===== config.mk =====
export PLATFORM = sky130hd
export DESIGN_NAME = ids_dma
export DESIGN_NICKNAME = d
export VERILOG_FILES = /design/src/rtl/ids_dma.sv
export SDC_FILE = /design/constraint.sdc
export NUM_CORES = 1
export LEC_CHECK = 0
export ABC_AREA = 1
export BUFFER_PORTS_ARGS = -buffer_cell sky130_fd_sc_hd__buf_2
export CAP_MARGIN = 20
export CORE_MARGIN = 1.5
export CORE_UTILIZATION = 59
export CTS_CLUSTER_DIAMETER = 60
export DETAILED_ROUTE_END_ITERATION = 7
export PLACE_DENSITY = 0.87
export SYNTH_ARGS = -nofsm -noshare
export SYNTH_HDL_FRONTEND = slang
export SYNTH_SLANG_ARGS = --single-unit

===== constraint.sdc =====
create_clock -name i_clk -period 11.6 [get_ports i_clk]
set_input_delay 2.9 -clock i_clk [delete_from_list [all_inputs] [get_ports i_clk]]
set_output_delay 2.9 -clock i_clk [all_outputs]
set_load 0.05 [all_outputs]

===== src/rtl/ids_dma.sv =====
// ids_dma: copies i_len 32-bit words from a PIM buffer region to a PIM region.
// Reads go out on port 0 and writes on port 1, both under one arbiter grant.
// Read data returns one cycle after an effective read and is staged in a
// 2-entry FIFO. Reads are throttled so that in-flight data always has a slot.
module ids_dma (
    input  logic        i_clk,
    input  logic        i_rst_n,
    input  logic        i_start,
    input  logic [31:0] i_src_addr,
    input  logic [31:0] i_dst_addr,
    input  logic [15:0] i_len,
    output logic        o_busy,
    output logic        o_done,
    output logic        o_req_dma,
    input  logic        i_gnt_dma,
    output logic [31:0] o_dma_addr_0,
    output logic        o_dma_read_0,
    output logic        o_dma_write_0,
    output logic [3:0]  o_dma_size_0,
    output logic [31:0] o_dma_din_0,
    input  logic [31:0] i_dma_dout_0,
    output logic [31:0] o_dma_addr_1,
    output logic        o_dma_read_1,
    output logic        o_dma_write_1,
    output logic [3:0]  o_dma_size_1,
    output logic [31:0] o_dma_din_1,
    input  logic [31:0] i_dma_dout_1
);

    typedef enum logic [1:0] {
        ST_IDLE = 2'd0,
        ST_RUN  = 2'd1,
        ST_DONE = 2'd2
    } state_t;

    state_t      state_q, state_d;
    logic [29:0] src_q, src_d;
    logic [29:0] dst_q, dst_d;
    logic [15:0] len_q, len_d;
    logic [15:0] rd_cnt_q, rd_cnt_d;
    logic [15:0] wr_cnt_q, wr_cnt_d;
    logic        pend_q, pend_d;
    logic [1:0]  fifo_cnt_q, fifo_cnt_d;
    logic [31:0] fifo0_q, fifo0_d;
    logic [31:0] fifo1_q, fifo1_d;

    logic        run;
    logic        eff;
    logic        write_now;
    logic        read_now;
    logic [2:0]  occupancy;
    logic [31:0] rd_addr;
    logic [31:0] wr_addr;
    logic        unused_inputs;

    // The low address bits are always zero (word aligned) and port-1 read data is never used.
    assign unused_inputs = ^{i_dma_dout_1, i_src_addr[1:0], i_dst_addr[1:0]};

    // Bus-cycle qualification: effective cycle, write/read strobes and current addresses.
    always_comb begin
        run       = (state_q == ST_RUN);
        eff       = run && i_gnt_dma;
        write_now = eff && (fifo_cnt_q != 2'd0);
        occupancy = {1'b0, fifo_cnt_q} + {2'b00, pend_q} - {2'b00, write_now};
        read_now  = eff && (rd_cnt_q < len_q) && (occupancy < 3'd2);
        rd_addr   = {src_q, 2'b00} + {14'b0, rd_cnt_q, 2'b00};
        wr_addr   = {dst_q, 2'b00} + {14'b0, wr_cnt_q, 2'b00};
    end

    // Control FSM and transfer counters; start is only honoured in IDLE.
    always_comb begin
        state_d  = state_q;
        src_d    = src_q;
        dst_d    = dst_q;
        len_d    = len_q;
        rd_cnt_d = rd_cnt_q;
        wr_cnt_d = wr_cnt_q;
        pend_d   = read_now;
        case (state_q)
            ST_IDLE: begin
                if (i_start) begin
                    if (i_len != 16'd0) begin
                        src_d    = i_src_addr[31:2];
                        dst_d    = i_dst_addr[31:2];
                        len_d    = i_len;
                        rd_cnt_d = 16'd0;
                        wr_cnt_d = 16'd0;
                        state_d  = ST_RUN;
                    end else begin
                        state_d  = ST_DONE;
                    end
                end
            end
            ST_RUN: begin
                if (read_now) begin
                    rd_cnt_d = rd_cnt_q + 16'd1;
                end
                if (write_now) begin
                    wr_cnt_d = wr_cnt_q + 16'd1;
                    if ((wr_cnt_q + 16'd1) == len_q) begin
                        state_d = ST_DONE;
                    end
                end
            end
            ST_DONE: begin
                state_d = ST_IDLE;
            end
            default: begin
                state_d = ST_IDLE;
            end
        endcase
    end

    // Two-entry shift FIFO: entry 0 is always the head; returning read data is pushed unconditionally.
    always_comb begin
        fifo0_d    = fifo0_q;
        fifo1_d    = fifo1_q;
        fifo_cnt_d = fifo_cnt_q;
        case ({pend_q, write_now})
            2'b10: begin
                if (fifo_cnt_q == 2'd0) begin
                    fifo0_d = i_dma_dout_0;
                end else begin
                    fifo1_d = i_dma_dout_0;
                end
                fifo_cnt_d = fifo_cnt_q + 2'd1;
            end
            2'b01: begin
                fifo0_d    = fifo1_q;
                fifo_cnt_d = fifo_cnt_q - 2'd1;
            end
            2'b11: begin
                if (fifo_cnt_q == 2'd1) begin
                    fifo0_d = i_dma_dout_0;
                end else begin
                    fifo0_d = fifo1_q;
                    fifo1_d = i_dma_dout_0;
                end
            end
            default: begin
                fifo_cnt_d = fifo_cnt_q;
            end
        endcase
    end

    // State register; reset aborts any transfer in flight.
    always_ff @(posedge i_clk or negedge i_rst_n) begin
        if (!i_rst_n) begin
            state_q    <= ST_IDLE;
            src_q      <= 30'd0;
            dst_q      <= 30'd0;
            len_q      <= 16'd0;
            rd_cnt_q   <= 16'd0;
            wr_cnt_q   <= 16'd0;
            pend_q     <= 1'b0;
            fifo_cnt_q <= 2'd0;
            fifo0_q    <= 32'd0;
            fifo1_q    <= 32'd0;
        end else begin
            state_q    <= state_d;
            src_q      <= src_d;
            dst_q      <= dst_d;
            len_q      <= len_d;
            rd_cnt_q   <= rd_cnt_d;
            wr_cnt_q   <= wr_cnt_d;
            pend_q     <= pend_d;
            fifo_cnt_q <= fifo_cnt_d;
            fifo0_q    <= fifo0_d;
            fifo1_q    <= fifo1_d;
        end
    end

    // Output decode; every port output is zero outside RUN.
    always_comb begin
        o_busy        = (state_q != ST_IDLE);
        o_done        = (state_q == ST_DONE);
        o_req_dma     = run;
        o_dma_addr_0  = run ? rd_addr : 32'd0;
        o_dma_read_0  = read_now;
        o_dma_write_0 = 1'b0;
        o_dma_size_0  = read_now ? 4'b1111 : 4'b0000;
        o_dma_din_0   = 32'd0;
        o_dma_addr_1  = run ? wr_addr : 32'd0;
        o_dma_read_1  = 1'b0;
        o_dma_write_1 = write_now;
        o_dma_size_1  = write_now ? 4'b1111 : 4'b0000;
        o_dma_din_1   = run ? fifo0_q : 32'd0;
    end

endmodule


==> results.toml, run 1 <==
[synth]
synth_seq_cells = 177
ys.flop_type = "dfrtp_1"
synth.top_cell.area_share_pct = 37.0
synth_cell_type_count = 36
netlist_top_cells_area = "dfrtp_1 (37%), nand2_1 (15%), o21ai_0 (8.9%), inv_1 (6.6%), ha_1 (5.5%)"
synthMostInstantiatedCell = "nand2_1"
synth_commonest_cells = "nand2_1 (477), o21ai_0 (213), inv_1 (210)"
yosysWarnings = 0
synthCells = 1724
ys_seq_area_share_pct = 37.0
syn_avg_cell_area_sq_um = 6.94
synth_edf_count = 0
yosys.area.top_type = "dfrtp_1"
async_reset_ff_share_pct = 100
syn_area_sq_um = 12000

[critical_path]
r2r_slack_ns = 7.59
cp.depth = 14
path_buf_inv = 6
reg2reg_depth = 14
startpoint = "i_gnt_dma"
slowest_stage = "nor2_4"
arrival_ns = 5.94
critPathCaptureType = "primary output"
cp_common_cell = "inv_1"
cp-start-kind = "input port"
critical_path.top_delay_family = "buffers and inverters"
crit_type = "input port to primary output"
path_cells = "buf_2 > inv_1 > nor2_2 > inv_2 > nor2_4 > inv_1 > nor2_1 > o21ai_0 > fa_1 > xor2_1 > nor2_1 > nand4_1 > inv_1 > buf_2"
cp-endpoint = "o_dma_read_0"
reg2reg_from = "fifo_cnt_q[0]"
cpPeakStageDelay_ns = 0.40
timing.rr.end = "rd_cnt_q[14]"
required_ns = 8.70
critPathMaxFanout = 19

[final_layout]
final_nets = 2107
drive_gt1_share_pct = 15.7
syn_to_final_growth_pct = 13.4

[place]
gp_congestion = 0.947
dp_hpwl_mm = 23.4
numPortBuffers = 216
dp_slack_ns = 2.83

[grt]
antenna_found_initial = 3
grt_overflow = 0
grt_max_degree = 104
grt_usage_pct = 30.9
first_global_vias = 11200
grt_pass1_wl_mm = 53.5

[clock_network]
cts_buffers = 17
clkLatencyLatePin_ns = 0.45
cts_setup_buffers = 0
clockRootBuffer = "clkbuf_16"
clk_pin_slew_ns = 0.07
ctsHoldBuffers = 0
cts_resized = 0
htreeDepth = 4
cts_tree = "done"
cts_num_sinks = 177
clockBufferDepth = 2

[floorplanning]
core_sq_um = 19700
core.rowCount = 51
die_h_microns = 145
io_pins = 291
die_w_microns = 145
dieArea_sq_um = 21100
start_util_pct = 60.9

[run_status]
outcome = "finished clean"

[timing]
fin_crit_ns = 8.84
fmax_mhz = 113
setup_viol = 0
max_slew_margin_pct = 33.5
tns_ns = 0
rsz0062_at_grt = "false"
hold_viol_final = 0
drv_slew = 0
worst_slew_pin_slew_ns = 0.998
period_share_pct = 76.2
setup_ws_ns = 2.76
fin_worst_skew_ns = 0.0147

[power_and_ir_drop]
p_per_area_nw_per_um2 = 193
leakagePower_nw = 7.35
peakVddDrop_uv = 138
total_power_mw = 2.62

[worst_hold_path]
hp-class = "flip-flop to flip-flop"

[drt]
routedWlPerCell_microns = 15.0
wirelength_mm = 32.7
vias = 11900
vias_per_cell = 5.46
ant_nets = 0
drtPass1Iterations = 6
initialDrtViolationCount = 864
drcViolationCount = 0

[flow_run]
maxCapViolCount = 0
## logic make-up after synthesis
logic type,count (synthesis),share of synthesized area (%)
compound gates,356,16.3
xor+xnor,22,1.61
fa+ha+maj,56,6.05
buf+inv,316,11.9
flops,177,37.0
other cells,1,0.0314
simple gates,796,27.1
## power breakdown
part	switching [mW]	internal [mW]	total, mW
Combinational	0.878	0.310	1.19
Sequential	0.105	0.756	0.861
Clock	0.283	0.286	0.568
Total	1.27	1.35	2.62
## worst min-delay path: stages (launching register included)
cell and delay (ns):
dfrtp_1 0.34, nand2_1 0.06, o21ai_2 0.05
## worst min-delay path by stage
stage	startpoint	to	slack, ns	depth (start not counted)
finish	fifo1_q[7]	fifo1_q[7]	0.48	2
floorplan	fifo1_q[0]	fifo1_q[0]	0.45	2
global placement	fifo1_q[0]	fifo1_q[0]	0.46	2
detailed placement	fifo1_q[31]	fifo1_q[31]	0.46	2
global route	fifo1_q[19]	fifo1_q[19]	0.50	2
CTS	fifo1_q[26]	fifo1_q[26]	0.48	2
## registers in the layout (all words and copies together), names as in the netlist
register    cells
fifo1_q        32
wr_cnt_q       16
rd_cnt_q       16
fifo_cnt_q      2
src_q          30
len_q          16
pend_q          1
dst_q          30
fifo0_q        32
state_q         2
## final cells by class
class                   count  area (sq um)
multi-input cells        1268          6250
fillers                  1696          6090
flip-flops and latches    177          4430
repair buffers            224          1170
inverters                 215           807
clock buffers              17           425
well taps                 265           332
clock inverters            15           139
diodes                      3          7.51
## cells in the final DEF, fill, tap and decap left out, types with 4 or more instances in the layout
master       n
a21boi_0     5
a21oi_1     82
buf_2      215
buf_4        6
clkbuf_16   17
conb_1      38
dfrtp_1    177
ha_1        53
inv_1      210
inv_2        4
inv_6        4
inv_8        6
nand2_1    476
nand3_1     85
nand4_1     22
nor2_1     169
nor3_1      23
nor4_1       9
o21a_1       4
o21ai_0    213
o21ai_1      7
o21ai_2     32
o22ai_1      8
xnor2_1      7
xor2_1      15
## metal layers
metal / track usage, % / share of wire, % / vias to the layer above
met5: 0 / 0 / -
met4: 14.6 / 3.6 / 0
met3: 4.23 / 6.6 / 93
met2: 50.0 / 48 / 465
met1: 41.2 / 42 / 5539
li1: - / - / 5833
## per-stage QoR
| step | hold slack (ns) | area (sq um) | util (%) | cells |
|---|---|---|---|---|
| finish | 0.478 | 13600 | 69.0 | 2184 |
| detailed placement | 0.461 | 13000 | 65.9 | 2147 |
| global placement | 0.458 | 13000 | 65.9 | 2147 |
| floorplan | 0.449 | 12100 | - | 1761 |
| global route | 0.499 | 13600 | 69.0 | 2184 |
| CTS | 0.481 | 13500 | 68.8 | 2179 |
(Power assumes the default switching activity.)
==> inputs of run 2 (changes only) <==
Settings changed: CORE_UTILIZATION 59 to 55, PLACE_DENSITY 0.87 to 0.82.
Clock period 11.6 ns to 8.4 ns, I/O delays scaled along.
==> results.toml, run 2 (synthesis results as in run 1) <==
[clock_network]
clockRootBuffer = "clkbuf_16"
cts_resized = 0
htreeDepth = 4
cts_buffers = 17
clkLatencyLatePin_ns = 0.45
clockBufferDepth = 2
cts_num_sinks = 177
ctsHoldBuffers = 0
cts_setup_buffers = 0
cts_tree = "done"
clk_pin_slew_ns = 0.07

[final_layout]
reg_top3 = "fifo0_q (32), fifo1_q (32)"
layout_commonest_cell = "nand2_1"
drive_gt1_share_pct = 15.7
syn_to_final_growth_pct = 14.0
mostFrequentLayoutCells = "nand2_1 (476), buf_2 (215), o21ai_0 (213), inv_1 (210), dfrtp_1 (177)"
fill_cells = 1916
final_nets = 2108

[critical_path]
arrival_ns = 4.51
cp-start-kind = "input port"
critPathMaxFanout = 11
required_ns = 6.30
crit_type = "input port to primary output"
critPathCaptureType = "primary output"
reg2reg_from = "state_q[0]"
r2r_slack_ns = 4.86
reg2reg_depth = 8
timing.rr.end = "rd_cnt_q[1]"

[worst_hold_path]
hp-class = "flip-flop to flip-flop"
min_path_cells = 2
min_from = "fifo1_q[31]"
whs_endpoint = "fifo1_q[31]"

[floorplanning]
core_sq_um = 21200
die_w_microns = 150
core.rowCount = 53
die_h_microns = 150
start_util_pct = 56.5
dieArea_sq_um = 22600
io_pins = 291

[drt]
initialDrtViolationCount = 931
vias_per_cell = 5.38
top_layer_used = "met4"
routedWlPerCell_microns = 14.8
m1WireLength_mm = 14.1
drcViolationCount = 0
ant_nets = 0
drtPass1Iterations = 5
vias = 11800
wirelength_mm = 32.4
wl_met2_mm = 15.2
wl_met3_mm = 2.07

[timing]
fmax_mhz = 151
fin_worst_skew_ns = 0.0142
period_share_pct = 78.7
rsz0062_at_grt = "false"
fin_crit_ns = 6.61
worst_slew_pin_slew_ns = 1.07
max_slew_margin_pct = 28.8
setup_ws_ns = 1.79
drv_slew = 0
hold_viol_final = 0
setup_viol = 0
tns_ns = 0

[grt]
grt_max_degree = 117
antenna_found_initial = 3
grt_usage_pct = 28.8
grt_pass1_wl_mm = 51.5
first_global_vias = 10800
grt_overflow = 0

[place]
numPortBuffers = 216
gp_congestion = 0.945
dp_hpwl_mm = 23.1
dp_slack_ns = 1.77

[power_and_ir_drop]
leakagePower_nw = 7.38
p_per_area_nw_per_um2 = 266
peakVddDrop_uv = 205

[run_status]
outcome = "finished clean"

[flow_run]
maxCapViolCount = 0
run 2: how the worst max path moves through the flow:
stage	startpoint	end	slack, ns	cells after the start
2_1_floorplan	i_gnt_dma	o_dma_size_0[0]	1.66	13
3_3_place_gp	i_gnt_dma	o_dma_read_0	1.82	14
3_5_place_dp	i_gnt_dma	o_dma_read_0	1.77	14
4_1_cts	i_gnt_dma	o_dma_read_0	1.76	14
5_1_grt	i_gnt_dma	o_dma_read_0	1.53	14
6_report	i_gnt_dma	o_dma_read_0	1.79	14
run 2: power by group:
| part | switching (mW) | total [mW] | internal [mW] |
|---|---|---|---|
| combinational | 1.20 | 1.63 | 0.424 |
| sequential | 0.139 | 1.18 | 1.04 |
| clock | 0.411 | 0.817 | 0.405 |
run 2: worst max-delay path, cell delays in order:
cell     delay, ns
buf_2         0.09
inv_1         0.04
nor2_2        0.15
inv_2         0.06
nor2_4        0.08
inv_1         0.21
nor2_1        0.24
o21ai_0       0.13
fa_1          0.49
inv_1         0.05
nor2_1        0.10
nand4_1       0.13
inv_1         0.30
buf_2         0.35
run 2: area by class of cell:
cell class / count / area (sq um) / share of cell area [%]
Multi-Input combinational cell: 1268 / 6250 / 45.9
Sequential cell: 177 / 4430 / 32.5
Timing Repair Buffer: 225 / 1180 / 8.67
Inverter: 215 / 807 / 5.92
Clock buffer: 17 / 425 / 3.12
Tap cell: 275 / 344 / 2.52
Clock inverter: 15 / 188 / 1.38
Antenna cell: 3 / 7.51 / 0.0550
run 2: through the flow:
step	hold slack [ns]	cell area (sq um)	instances	util [%]	total power, mW
global route	0.498	13600	2195	64.5	3.86
global placement	0.457	13000	2158	61.3	2.76
floorplan	0.449	12100	1761	-	2.48
CTS	0.480	13600	2190	64.2	3.62
finish	0.476	13600	2195	64.5	3.63
detailed placement	0.462	13000	2158	61.3	2.81
run 2: per-layer routing:
| metal | track usage (%) | vias to the layer above |
|---|---|---|
| li1 | - | 5838 |
| met1 | 38.4 | 5462 |
| met2 | 46.2 | 426 |
| met3 | 5.36 | 78 |
| met4 | 11.4 | 0 |
| met5 | 0 | - |
==> inputs of run 3 (changes only) <==
Settings changed: CORE_UTILIZATION 55 to 50, PLACE_DENSITY 0.82 to 0.78.
Clock period 8.4 ns to 5.4 ns, I/O delays scaled along.
==> results.toml, run 3 (synthesis results as in run 1) <==
[worst_hold_path]
hp-class = "flip-flop to flip-flop"

[timing]
worst_slew_pin_slew_ns = 0.936
fmax_mhz = 205
rsz0062_at_grt = "false"
max_slew_margin_pct = 37.5
fin_crit_ns = 4.87
worst_hold_slack_ns = 0.481
period_share_pct = 90.3
fin_worst_skew_ns = 0.0147
setup_viol = 0
drv_slew = 0
tns_ns = 0
hold_viol_final = 0
setup_ws_ns = 0.526

[clock_network]
cts_resized = 0
clockBufferDepth = 2
cts_tree = "done"
htreeDepth = 4
cts_setup_buffers = 0
clk_pin_slew_ns = 0.08
cts_buffers = 17
clockRootBuffer = "clkbuf_16"
ctsHoldBuffers = 0
clkLatencyLatePin_ns = 0.44
cts_num_sinks = 177

[drt]
drtPass1Iterations = 6
initialDrtViolationCount = 826
vias = 11800
vias_per_cell = 5.25
wirelength_mm = 32.4
ant_nets = 0
routedWlPerCell_microns = 14.5
drcViolationCount = 0

[critical_path]
cpPeakStageDelay_ns = 0.39
arrival_ns = 3.52
path_buf_inv = 6
required_ns = 4.05
cp-start-kind = "input port"
cp_common_cell = "inv_1"
path_cells = "buf_2 > inv_1 > nor2_2 > inv_2 > nor2_4 > inv_1 > nor2_1 > o21ai_0 > fa_1 > xor2_1 > nor2_1 > nand4_1 > inv_1 > buf_2"
critPathCaptureType = "primary output"
crit_type = "input port to primary output"
critPathMaxFanout = 10
critical_path.top_delay_family = "buffers and inverters"
slowest_stage = "fa_1"

[floorplanning]
die_w_microns = 158
die_h_microns = 158
core_sq_um = 23500
core.rowCount = 56
start_util_pct = 51.0
dieArea_sq_um = 24900
io_pins = 291

[final_layout]
drive_gt1_share_pct = 15.8
reg_top3 = "fifo0_q (32), fifo1_q (32)"
syn_to_final_growth_pct = 14.6
design_area_sq_um = 13700
fin_util_pct = 58.4
fin_cells = 2241
final_nets = 2110
mostFrequentLayoutCells = "nand2_1 (476), buf_2 (215), o21ai_0 (213), inv_1 (210), dfrtp_1 (177)"
layout_commonest_cell = "nand2_1"

[grt]
grt_pass1_wl_mm = 51.8
first_global_vias = 10800
grt_usage_pct = 26.2
grt_overflow = 0
grt_max_degree = 96
antenna_found_initial = 3

[power_and_ir_drop]
total_power_mw = 5.68
p_per_area_nw_per_um2 = 414
peakVddDrop_uv = 305
leakagePower_nw = 7.39

[place]
dp_hpwl_mm = 23.3
dp.cells = 2205
numPortBuffers = 216
dp_slack_ns = 0.509
place_area_sq_um = 13100
gp_congestion = 0.909

[flow_run]
maxCapViolCount = 0

[run_status]
outcome = "finished clean"
==> run 3: cell count changes in the layout (fill, tap and decap cells not counted) <==
cell / change
buf_16: -1
buf_8: -1
clkinvlp_4: -1
inv_6: +5
clkinv_4: -1
bufinv_16: +1
buf_12: +2
clkinv_8: -3
buf_4: +2
inv_8: -1
==> run 3: final cells by class <==
type / count / area [sq um]
Antenna cell: 3 / 7.51
Clock buffer: 17 / 425
Clock inverter: 15 / 185
Fill cell: 2240 / 9770
Inverter: 215 / 807
Multi-Input combinational cell: 1268 / 6250
Sequential cell: 177 / 4430
Tap cell: 319 / 399
Timing Repair Buffer: 227 / 1190
==> run 3: path summary, 6_finish.rpt <==
check / from / to / slack (ns) / depth (start not counted)
worst max-delay path: i_gnt_dma / o_dma_read_0 / 0.53 / 14
min in group asynchronous: i_rst_n / src_q[19] / 1.01 / 1
worst min register to register: fifo1_q[16] / fifo1_q[16] / 0.48 / 2
worst min-delay path: fifo1_q[16] / fifo1_q[16] / 0.48 / 2
max in group asynchronous: i_rst_n / fifo0_q[28] / 3.37 / 2
worst max register to register: fifo_cnt_q[0] / rd_cnt_q[4] / 2.16 / 14
==> run 3: worst min-delay path, cell delays in order (launching register included) <==
cell     delay (ns)
dfrtp_1        0.34
nand2_1        0.06
o21ai_2        0.05
==> run 3: power by group <==
part / internal [mW] / total (mW) / switching [mW] / leakage [nW]
clock: 0.671 / 1.29 / 0.622 / 0.300
sequential: 1.62 / 1.84 / 0.213 / 2.15
combinational: 0.667 / 2.55 / 1.88 / 4.94
==> run 3: layer usage <==
metal	up-vias	track usage, %	wire, microns
li1	5832	-	-
met1	5414	34.8	14200
met2	466	42.9	15200
met3	53	4.30	2370
met4	0	9.34	673
met5	-	0	0
